File: config.mk
export PLATFORM = sky130hd
export DESIGN_NAME = mem_ctrl_flat
export DESIGN_NICKNAME = d
export VERILOG_FILES = /design/src/rtl/mem_ctrl_pkg.sv /design/src/rtl/mem_ctrl_if.sv /design/src/rtl/mem_ctrl.sv /design/src/flat_wrapper.sv
export SDC_FILE = /design/constraint.sdc
export NUM_CORES = 1
export LEC_CHECK = 0
export BUFFER_PORTS_ARGS = -buffer_cell sky130_fd_sc_hd__buf_4
export CORE_MARGIN = 5
export CORE_UTILIZATION = 40
export DETAILED_ROUTE_END_ITERATION = 7
export GPL_ROUTABILITY_DRIVEN = 0
export GPL_TIMING_DRIVEN = 0
export PLACE_DENSITY = 0.63
export SYNTH_ARGS = -nofsm -noshare
export SYNTH_HDL_FRONTEND = slang
export SYNTH_SLANG_ARGS = --single-unit
File: constraint.sdc
create_clock -name clk -period 6 [get_ports clk]
set_input_delay 0.9 -clock clk [delete_from_list [all_inputs] [get_ports clk]]
set_output_delay 0.9 -clock clk [all_outputs]
set_load 0.02 [all_outputs]
File: src/rtl/mem_ctrl_pkg.sv
// Shared definitions for the byte-serial memory controller: widths, line size,
// FSM states, length decode and the IO address-range test.
package mem_ctrl_pkg;

  localparam int ADDR_WID        = 32;
  localparam int LINE_BYTES      = 64;
  localparam int ICACHE_LINE_WID = 8 * LINE_BYTES;
  localparam int CNT_WID         = 7;
  localparam logic [1:0] IO_RANGE = 2'b11;

  typedef enum logic [1:0] {
    IDLE,
    IFETCH,
    LOAD,
    STORE
  } state_t;

  // Encoding 3 is not a legal size; it is treated as a word access.
  function automatic logic [2:0] len_bytes(input logic [1:0] len);
    case (len)
      2'd0:    return 3'd1;
      2'd1:    return 3'd2;
      default: return 3'd4;
    endcase
  endfunction

  function automatic logic is_io(input logic [1:0] addr_hi);
    return addr_hi == IO_RANGE;
  endfunction

endpackage

File: src/rtl/mem_ctrl_if.sv
// Request/response bus between the fetch unit, the load/store buffer, the
// byte-wide RAM port and the memory controller.
interface mem_ctrl_if;
  import mem_ctrl_pkg::*;

  logic                       if_en;
  logic [ADDR_WID-1:0]        if_pc;
  logic                       if_done;
  logic [ICACHE_LINE_WID-1:0] if_data;

  logic                       lsb_en;
  logic                       lsb_wr;
  logic [ADDR_WID-1:0]        lsb_addr;
  logic [1:0]                 lsb_len;
  logic [31:0]                lsb_wdata;
  logic                       lsb_done;
  logic [31:0]                lsb_rdata;

  logic [7:0]                 ram_din;
  logic [7:0]                 ram_dout;
  logic [ADDR_WID-1:0]        ram_a;
  logic                       ram_wr;

  modport slave (
    input  if_en, if_pc, lsb_en, lsb_wr, lsb_addr, lsb_len, lsb_wdata, ram_din,
    output if_done, if_data, lsb_done, lsb_rdata, ram_dout, ram_a, ram_wr
  );

  modport master (
    output if_en, if_pc, lsb_en, lsb_wr, lsb_addr, lsb_len, lsb_wdata, ram_din,
    input  if_done, if_data, lsb_done, lsb_rdata, ram_dout, ram_a, ram_wr
  );

endinterface

File: src/rtl/mem_ctrl.sv
// Byte-serial memory controller: arbitrates I-cache line fills and LSB
// loads/stores onto a single byte-wide RAM/IO port.
module mem_ctrl
  import mem_ctrl_pkg::*;
(
  input  logic      clk,
  input  logic      rst,
  input  logic      rdy,
  input  logic      rollback,
  input  logic      io_buffer_full,
  mem_ctrl_if.slave bus
);

  state_t                     state, state_nxt;
  logic [CNT_WID-1:0]         cnt, cnt_nxt;
  logic [ADDR_WID-1:0]        ram_a, ram_a_nxt;
  logic                       ram_wr, ram_wr_nxt;
  logic [7:0]                 ram_dout, ram_dout_nxt;
  logic                       if_done, if_done_nxt;
  logic [ICACHE_LINE_WID-1:0] if_data, if_data_nxt;
  logic                       lsb_done, lsb_done_nxt;
  logic [31:0]                lsb_rdata, lsb_rdata_nxt;
  logic [2:0]                 len, len_nxt;
  logic [31:0]                wdata, wdata_nxt;

  logic [5:0] fill_idx;
  logic [1:0] load_idx;
  logic [1:0] store_idx;
  logic       io_stall;
  logic       lsb_accept;

  // RAM data lags the address by one cycle, so the byte landing now belongs to cnt-1.
  assign fill_idx   = cnt[5:0] - 6'd1;
  assign load_idx   = cnt[1:0] - 2'd1;
  assign store_idx  = cnt[1:0] + 2'd1;
  assign io_stall   = is_io(ram_a[17:16]) && ram_wr && io_buffer_full;
  assign lsb_accept = bus.lsb_en && (bus.lsb_wr || !rollback);

  always_comb begin
    state_nxt     = state;
    cnt_nxt       = cnt;
    ram_a_nxt     = ram_a;
    ram_wr_nxt    = ram_wr;
    ram_dout_nxt  = ram_dout;
    if_done_nxt   = 1'b0;
    if_data_nxt   = if_data;
    lsb_done_nxt  = 1'b0;
    lsb_rdata_nxt = lsb_rdata;
    len_nxt       = len;
    wdata_nxt     = wdata;

    case (state)
      IDLE: begin
        ram_wr_nxt = 1'b0;
        // Done still high means the requester has not yet seen it; do not re-accept.
        if (!if_done && !lsb_done) begin
          if (lsb_accept) begin
            cnt_nxt   = '0;
            ram_a_nxt = bus.lsb_addr;
            len_nxt   = len_bytes(bus.lsb_len);
            wdata_nxt = bus.lsb_wdata;
            if (bus.lsb_wr) begin
              ram_wr_nxt   = 1'b1;
              ram_dout_nxt = bus.lsb_wdata[7:0];
              state_nxt    = STORE;
            end else begin
              lsb_rdata_nxt = '0;
              state_nxt     = LOAD;
            end
          end else if (bus.if_en) begin
            cnt_nxt   = '0;
            ram_a_nxt = bus.if_pc;
            state_nxt = IFETCH;
          end
        end
      end

      IFETCH: begin
        if (cnt != '0)
          if_data_nxt[{fill_idx, 3'b000} +: 8] = bus.ram_din;
        if (cnt == CNT_WID'(LINE_BYTES)) begin
          if_done_nxt = 1'b1;
          state_nxt   = IDLE;
        end else begin
          cnt_nxt   = cnt + 7'd1;
          ram_a_nxt = ram_a + 32'd1;
        end
      end

      LOAD: begin
        if (rollback) begin
          ram_wr_nxt = 1'b0;
          state_nxt  = IDLE;
        end else begin
          if (cnt != '0)
            lsb_rdata_nxt[{load_idx, 3'b000} +: 8] = bus.ram_din;
          if (cnt == CNT_WID'(len)) begin
            lsb_done_nxt = 1'b1;
            state_nxt    = IDLE;
          end else begin
            cnt_nxt   = cnt + 7'd1;
            ram_a_nxt = ram_a + 32'd1;
          end
        end
      end

      STORE: begin
        if (!io_stall) begin
          if (cnt == CNT_WID'(len - 3'd1)) begin
            ram_wr_nxt   = 1'b0;
            lsb_done_nxt = 1'b1;
            state_nxt    = IDLE;
          end else begin
            cnt_nxt      = cnt + 7'd1;
            ram_a_nxt    = ram_a + 32'd1;
            ram_dout_nxt = wdata[{store_idx, 3'b000} +: 8];
          end
        end
      end

      default: begin
        ram_wr_nxt = 1'b0;
        state_nxt  = IDLE;
      end
    endcase
  end

  always_ff @(posedge clk or negedge rst) begin
    if (!rst) begin
      state     <= IDLE;
      cnt       <= '0;
      ram_a     <= '0;
      ram_wr    <= 1'b0;
      ram_dout  <= '0;
      if_done   <= 1'b0;
      if_data   <= '0;
      lsb_done  <= 1'b0;
      lsb_rdata <= '0;
      len       <= '0;
      wdata     <= '0;
    end else if (rdy) begin
      state     <= state_nxt;
      cnt       <= cnt_nxt;
      ram_a     <= ram_a_nxt;
      ram_wr    <= ram_wr_nxt;
      ram_dout  <= ram_dout_nxt;
      if_done   <= if_done_nxt;
      if_data   <= if_data_nxt;
      lsb_done  <= lsb_done_nxt;
      lsb_rdata <= lsb_rdata_nxt;
      len       <= len_nxt;
      wdata     <= wdata_nxt;
    end
  end

  assign bus.if_done   = if_done;
  assign bus.if_data   = if_data;
  assign bus.lsb_done  = lsb_done;
  assign bus.lsb_rdata = lsb_rdata;
  assign bus.ram_a     = ram_a;
  assign bus.ram_wr    = ram_wr;
  assign bus.ram_dout  = ram_dout;

endmodule
File: src/flat_wrapper.sv
// flat-port wrapper written by rule: the top's interface ports become plain ports
module mem_ctrl_flat import mem_ctrl_pkg::*;
  (clk, rst, rdy, rollback, io_buffer_full, bus_if_en, bus_if_pc, bus_lsb_en, bus_lsb_wr, bus_lsb_addr, bus_lsb_len, bus_lsb_wdata, bus_ram_din, bus_if_done, bus_if_data, bus_lsb_done, bus_lsb_rdata, bus_ram_dout, bus_ram_a, bus_ram_wr);
  mem_ctrl_if bus_i ();
  input  logic clk;
  input  logic rst;
  input  logic rdy;
  input  logic rollback;
  input  logic io_buffer_full;
  input wire logic [$bits(bus_i.if_en)-1:0] bus_if_en;
  input wire logic [$bits(bus_i.if_pc)-1:0] bus_if_pc;
  input wire logic [$bits(bus_i.lsb_en)-1:0] bus_lsb_en;
  input wire logic [$bits(bus_i.lsb_wr)-1:0] bus_lsb_wr;
  input wire logic [$bits(bus_i.lsb_addr)-1:0] bus_lsb_addr;
  input wire logic [$bits(bus_i.lsb_len)-1:0] bus_lsb_len;
  input wire logic [$bits(bus_i.lsb_wdata)-1:0] bus_lsb_wdata;
  input wire logic [$bits(bus_i.ram_din)-1:0] bus_ram_din;
  output wire logic [$bits(bus_i.if_done)-1:0] bus_if_done;
  output wire logic [$bits(bus_i.if_data)-1:0] bus_if_data;
  output wire logic [$bits(bus_i.lsb_done)-1:0] bus_lsb_done;
  output wire logic [$bits(bus_i.lsb_rdata)-1:0] bus_lsb_rdata;
  output wire logic [$bits(bus_i.ram_dout)-1:0] bus_ram_dout;
  output wire logic [$bits(bus_i.ram_a)-1:0] bus_ram_a;
  output wire logic [$bits(bus_i.ram_wr)-1:0] bus_ram_wr;
  assign bus_i.if_en = bus_if_en;
  assign bus_i.if_pc = bus_if_pc;
  assign bus_i.lsb_en = bus_lsb_en;
  assign bus_i.lsb_wr = bus_lsb_wr;
  assign bus_i.lsb_addr = bus_lsb_addr;
  assign bus_i.lsb_len = bus_lsb_len;
  assign bus_i.lsb_wdata = bus_lsb_wdata;
  assign bus_i.ram_din = bus_ram_din;
  assign bus_if_done = bus_i.if_done;
  assign bus_if_data = bus_i.if_data;
  assign bus_lsb_done = bus_i.lsb_done;
  assign bus_lsb_rdata = bus_i.lsb_rdata;
  assign bus_ram_dout = bus_i.ram_dout;
  assign bus_ram_a = bus_i.ram_a;
  assign bus_ram_wr = bus_i.ram_wr;
  mem_ctrl u_core (.clk(clk), .rst(rst), .rdy(rdy), .rollback(rollback), .io_buffer_full(io_buffer_full), .bus(bus_i));
endmodule
==> metrics.md <==
| Metric | Value |
|---|---|
| Outcome | `finished clean` |
| Fraction of post-synthesis cell area in the top cell type by area | `0.5685` |
| Main flop type after synthesis | `sky130_fd_sc_hd__dfrtp_1` |
| Setup-failing EPs final | `0` |
| Clock transition at the register clock pins on the worst setup and hold paths after CTS | `60 ps` |
| Worst slack on hold paths | `185.1 ps` |
| Setup repair after global routing missed its margin | `false` |
| HPWL Detailed | `79.99 mm` |
| Post-Route Skew | `28.41 ps` |
| Die Span Y | `273.5 um` |
| Flop-to-flop setup slack | `410 ps` |
| Share of total power in combinational logic | `0.442` |
| Startpoint-to-endpoint class of the critical path | `flop to flop` |
| Count of synthesis-stage warnings from yosys | `0` |
| Maxcap violations | `0` |
| Ratio of total power to cell area | `500.2 mW/mm^2` |
| Final period util | `0.9321` |
| Proportion of synthesized chip area in sequential cells | `0.5685` |
| DRC violation total after the first TritonRoute iteration | `1777` |
| Post-synthesis instance area | `0.02777 sq mm` |
| CTS Sinks | `631` |
| DP Area | `0.03429 sq mm` |
| F_max | `178.8 MHz` |
| Leading cell type in the layout, fill and taps excluded | `sky130_fd_sc_hd__buf_4` |
| Switching power summed over all nets | `7.848 mW` |
| Root buffer cell | `sky130_fd_sc_hd__clkbuf_16` |
| Net switching share of the total power | `0.4283` |
| Launching element type of the critical path | `flop` |
| Total Routing Usage GR | `0.2718` |
| ANT nets after route | `0` |
| Instance count of the mapped netlist | `2196` |
| Die outline area | `0.07480 sq mm` |
| Clock latency on the worst-skew pair | `620 ps` |
| Fraction of layout instances using a drive strength above 1 | `0.4719` |
| Area added between synthesis and finish | `31.90%` |
| First-pass GRT wire length | `153.1 mm` |
| Via count normalized by instance count | `5.468` |
| Top area cells in the synthesized netlist | `sky130_fd_sc_hd__dfrtp_1 (57%), sky130_fd_sc_hd__mux2_2 (21%), sky130_fd_sc_hd__nand2_1 (2.3%), sky130_fd_sc_hd__nor2_1 (1.7%), sky130_fd_sc_hd__nor3_1 (1.2%)` |
| Time the final worst path needs with I/O delays and setup | `5592 ps` |
| DR vias | `21614` |
| Number of enable flip-flop cells after synthesis | `0` |
| Maximum ir drop on the vdd rail | `0.2996 mV` |
| Number of detailed-routing iterations run before antenna repair | `6` |
| CP endpoint kind | `flop` |
| Top fanout value on the critical path | `10` |
| Design area | `0.03663 sq mm` |
| Worst slew margin relative to its limit | `0.1326` |
| WP data required | `6480 ps` |
| Clock Power Share | `0.236` |
| Net count after synthesis | `2319` |
| Number of buffers added to fix hold violations after cts | `0` |
| Clock tree from TritonCTS | `built` |
| Max Transition Viols Final | `0` |
| Initial cell density of the core | `0.4042` |
| Syn_area_per_cell | `12.65 sq um` |
| Antenna violations before repair | `2` |
| R2R depth | `13` |
| Slew at the pin closest to its max-slew limit | `1291 ps` |
| Cell internal power dissipation | `10.47 mW` |
| Top Ports | `701` |
| Number of standard-cell rows in the floorplan | `96` |
| Number of DRC violations after detailed routing | `0` |
| Maximum number of pins on one net before global-route repair | `127` |
| Total number of H-tree levels | `3` |
| Average wire per standard cell | `26.37 um` |
| Number of buffers created by CTS | `70` |
| Distinct cells, synth | `79` |
| Worst Setup Slack post-DPL | `121.9 ps` |
| Via count of the first global-routing pass | `22422` |
| Part of the power in registers | `0.322` |
| Remaining global-route overflow | `0` |
| Die X | `273.5 um` |
| Reg-to-Reg End | `u_core.bus.if_data[54]$_DFFE_PN0P_` |
| Hold Fails Final Rpt | `0` |
| Worst path arrival time | `6070 ps` |
| Count of buffers inserted at the top-level ports | `694` |
| Placeable core area | `0.06871 sq mm` |
| Least setup slack across all paths after layout | `407.7 ps` |
| Share of flip-flops with an asynchronous set or reset after synthesis | `1.000` |
| Maximum root-to-sink buffer count | `3` |
| HP Class | `primary input to asynchronous set/reset pin` |
| Reg2reg start | `u_core.cnt[0]$_DFFE_PN0P_` |
| Library cell with the largest summed area after synthesis | `sky130_fd_sc_hd__dfrtp_1` |
| Most frequent cells in the layout | `sky130_fd_sc_hd__buf_4 (696), sky130_fd_sc_hd__dfrtp_1 (631), sky130_fd_sc_hd__mux2_2 (519)` |
| Leakage power total | `18.69 nW` |
| Count of state elements after synthesis | `631` |
| Final layout net count | `3091` |
| Final routed wirelength across all metal layers | `104.3 mm` |
==> cell families (layout without fill, tap and decap cells) <==
| logic type | after synthesis | after routing | synth area share |
|---|---|---|---|
| DFF | 631 | 631 | 0.5685 |
| muxes | 572 | 572 | 0.2337 |
| and+or+nand+nor | 562 | 562 | 0.1058 |
| AOI/OAI and AO/OA | 233 | 233 | 0.05618 |
| buffers and inverters | 173 | 997 | 0.02590 |
| xor gates and xnor gates | 16 | 16 | 0.005812 |
| adders and majority gates | 9 | 9 | 0.004055 |
| other | 0 | 2 | 0 |
==> area by class of cell <==
type | instances | area (sq um)
multi-input cells | 1392 | 11270
inverters | 38 | 142.6
diodes | 2 | 5.005
clock buffers | 97 | 1994
well taps | 931 | 1165
clock inverters | 27 | 321.6
repair buffers | 700 | 5363
plain buffers | 135 | 578.1
flip-flops and latches | 631 | 15790
fillers | 5991 | 32070
==> critical path, cell delays in order, from the launching register on <==
cell	delay [ps]
sky130_fd_sc_hd__dfrtp_1	410
sky130_fd_sc_hd__buf_2	240
sky130_fd_sc_hd__buf_2	360
sky130_fd_sc_hd__clkbuf_2	430
sky130_fd_sc_hd__clkbuf_1	490
sky130_fd_sc_hd__inv_1	260
sky130_fd_sc_hd__ha_1	470
sky130_fd_sc_hd__nand2_1	130
sky130_fd_sc_hd__clkbuf_1	480
sky130_fd_sc_hd__nand4_1	250
sky130_fd_sc_hd__a31oi_1	210
sky130_fd_sc_hd__clkbuf_1	660
sky130_fd_sc_hd__nand3_1	600
sky130_fd_sc_hd__mux2_2	460
==> synthesized netlist by cell type (8+ instances only) <==
cell,count
sky130_fd_sc_hd__a21oi_1,54
sky130_fd_sc_hd__a31oi_1,10
sky130_fd_sc_hd__a32o_1,9
sky130_fd_sc_hd__and2_1,10
sky130_fd_sc_hd__and3_1,25
sky130_fd_sc_hd__buf_1,10
sky130_fd_sc_hd__buf_2,38
sky130_fd_sc_hd__clkbuf_1,83
sky130_fd_sc_hd__dfrtp_1,631
sky130_fd_sc_hd__ha_1,9
sky130_fd_sc_hd__inv_1,36
sky130_fd_sc_hd__mux2_1,13
sky130_fd_sc_hd__mux2_2,519
sky130_fd_sc_hd__mux2i_1,32
sky130_fd_sc_hd__mux4_2,8
sky130_fd_sc_hd__nand2_1,168
sky130_fd_sc_hd__nand2b_1,12
sky130_fd_sc_hd__nand3_1,52
sky130_fd_sc_hd__nand4_1,21
sky130_fd_sc_hd__nor2_1,128
sky130_fd_sc_hd__nor3_1,66
sky130_fd_sc_hd__nor4_4,14
sky130_fd_sc_hd__o21ai_0,60
sky130_fd_sc_hd__o22a_1,11
sky130_fd_sc_hd__o31ai_1,27
sky130_fd_sc_hd__or3_1,21
sky130_fd_sc_hd__xnor2_1,13
==> metrics by stage <==
step | TNS [ps] | util | total power [mW] | std cells
2_1_floorplan | 0 | - | 10.36 | 2196
3_3_place_gp | -1651760 | 0.4970 | 13.78 | 3821
3_5_place_dp | 0 | 0.4991 | 13.95 | 3826
4_1_cts | 0 | 0.5328 | 18.34 | 3950
5_1_grt | 0 | 0.5331 | 19.17 | 3952
6_report | 0 | 0.5332 | 18.32 | 3953
==> per-layer routing <==
metal,wire (um),global-route usage
met5,0,0
met4,4075,0.09691
met3,9160,0.08379
met2,49950,0.4422
met1,41070,0.3453
==> sequential cells by signal, indices dropped and copies added (netlist names), 2 cells and up <==
name / cells
u_core.state: 2
u_core.wdata: 32
u_core.cnt: 7
u_core.bus.ram_a: 32
u_core.bus.ram_dout: 8
u_core.bus.if_data: 512
u_core.len: 3
u_core.bus.lsb_rdata: 32
==> what timing repair did <==
action                                 CTS  global route
gates resized for setup                  0             3
endpoints found under the hold margin    0             0
setup endpoints to repair                0           107
buffers inserted                         0             1
==> power by group through the flow <==
stage                     logic, mW  registers, mW  clock network (mW)
after floorplan                3.53           6.82                   0
after global placement         7.89           5.89                   0
after detailed placement       8.01           5.94                   0
after CTS                      8.04           5.89                4.41
after global routing           8.56           6.01                4.60
final                          8.09           5.90                4.33
==> worst max-delay path by stage <==
| stage | start | end | slack [ps] | depth (start not counted) |
|---|---|---|---|---|
| 5_1_grt | u_core.cnt[0]$_DFFE_PN0P_ | u_core.bus.if_data[51]$_DFFE_PN0P_ | 180 | 13 |
| 2_1_floorplan | u_core.cnt[0]$_DFFE_PN0P_ | u_core.bus.if_data[264]$_DFFE_PN0P_ | 1980 | 14 |
| 4_1_cts | u_core.cnt[0]$_DFFE_PN0P_ | u_core.bus.if_data[176]$_DFFE_PN0P_ | 100 | 13 |
| 6_report | u_core.cnt[0]$_DFFE_PN0P_ | u_core.bus.if_data[54]$_DFFE_PN0P_ | 410 | 13 |
| 3_3_place_gp | rst | u_core.bus.if_data[105]$_DFFE_PN0P_ | -2750 | 1 |
| 3_5_place_dp | u_core.cnt[0]$_DFFE_PN0P_ | u_core.bus.if_data[180]$_DFFE_PN0P_ | 120 | 13 |
(Power assumes the default switching activity.)
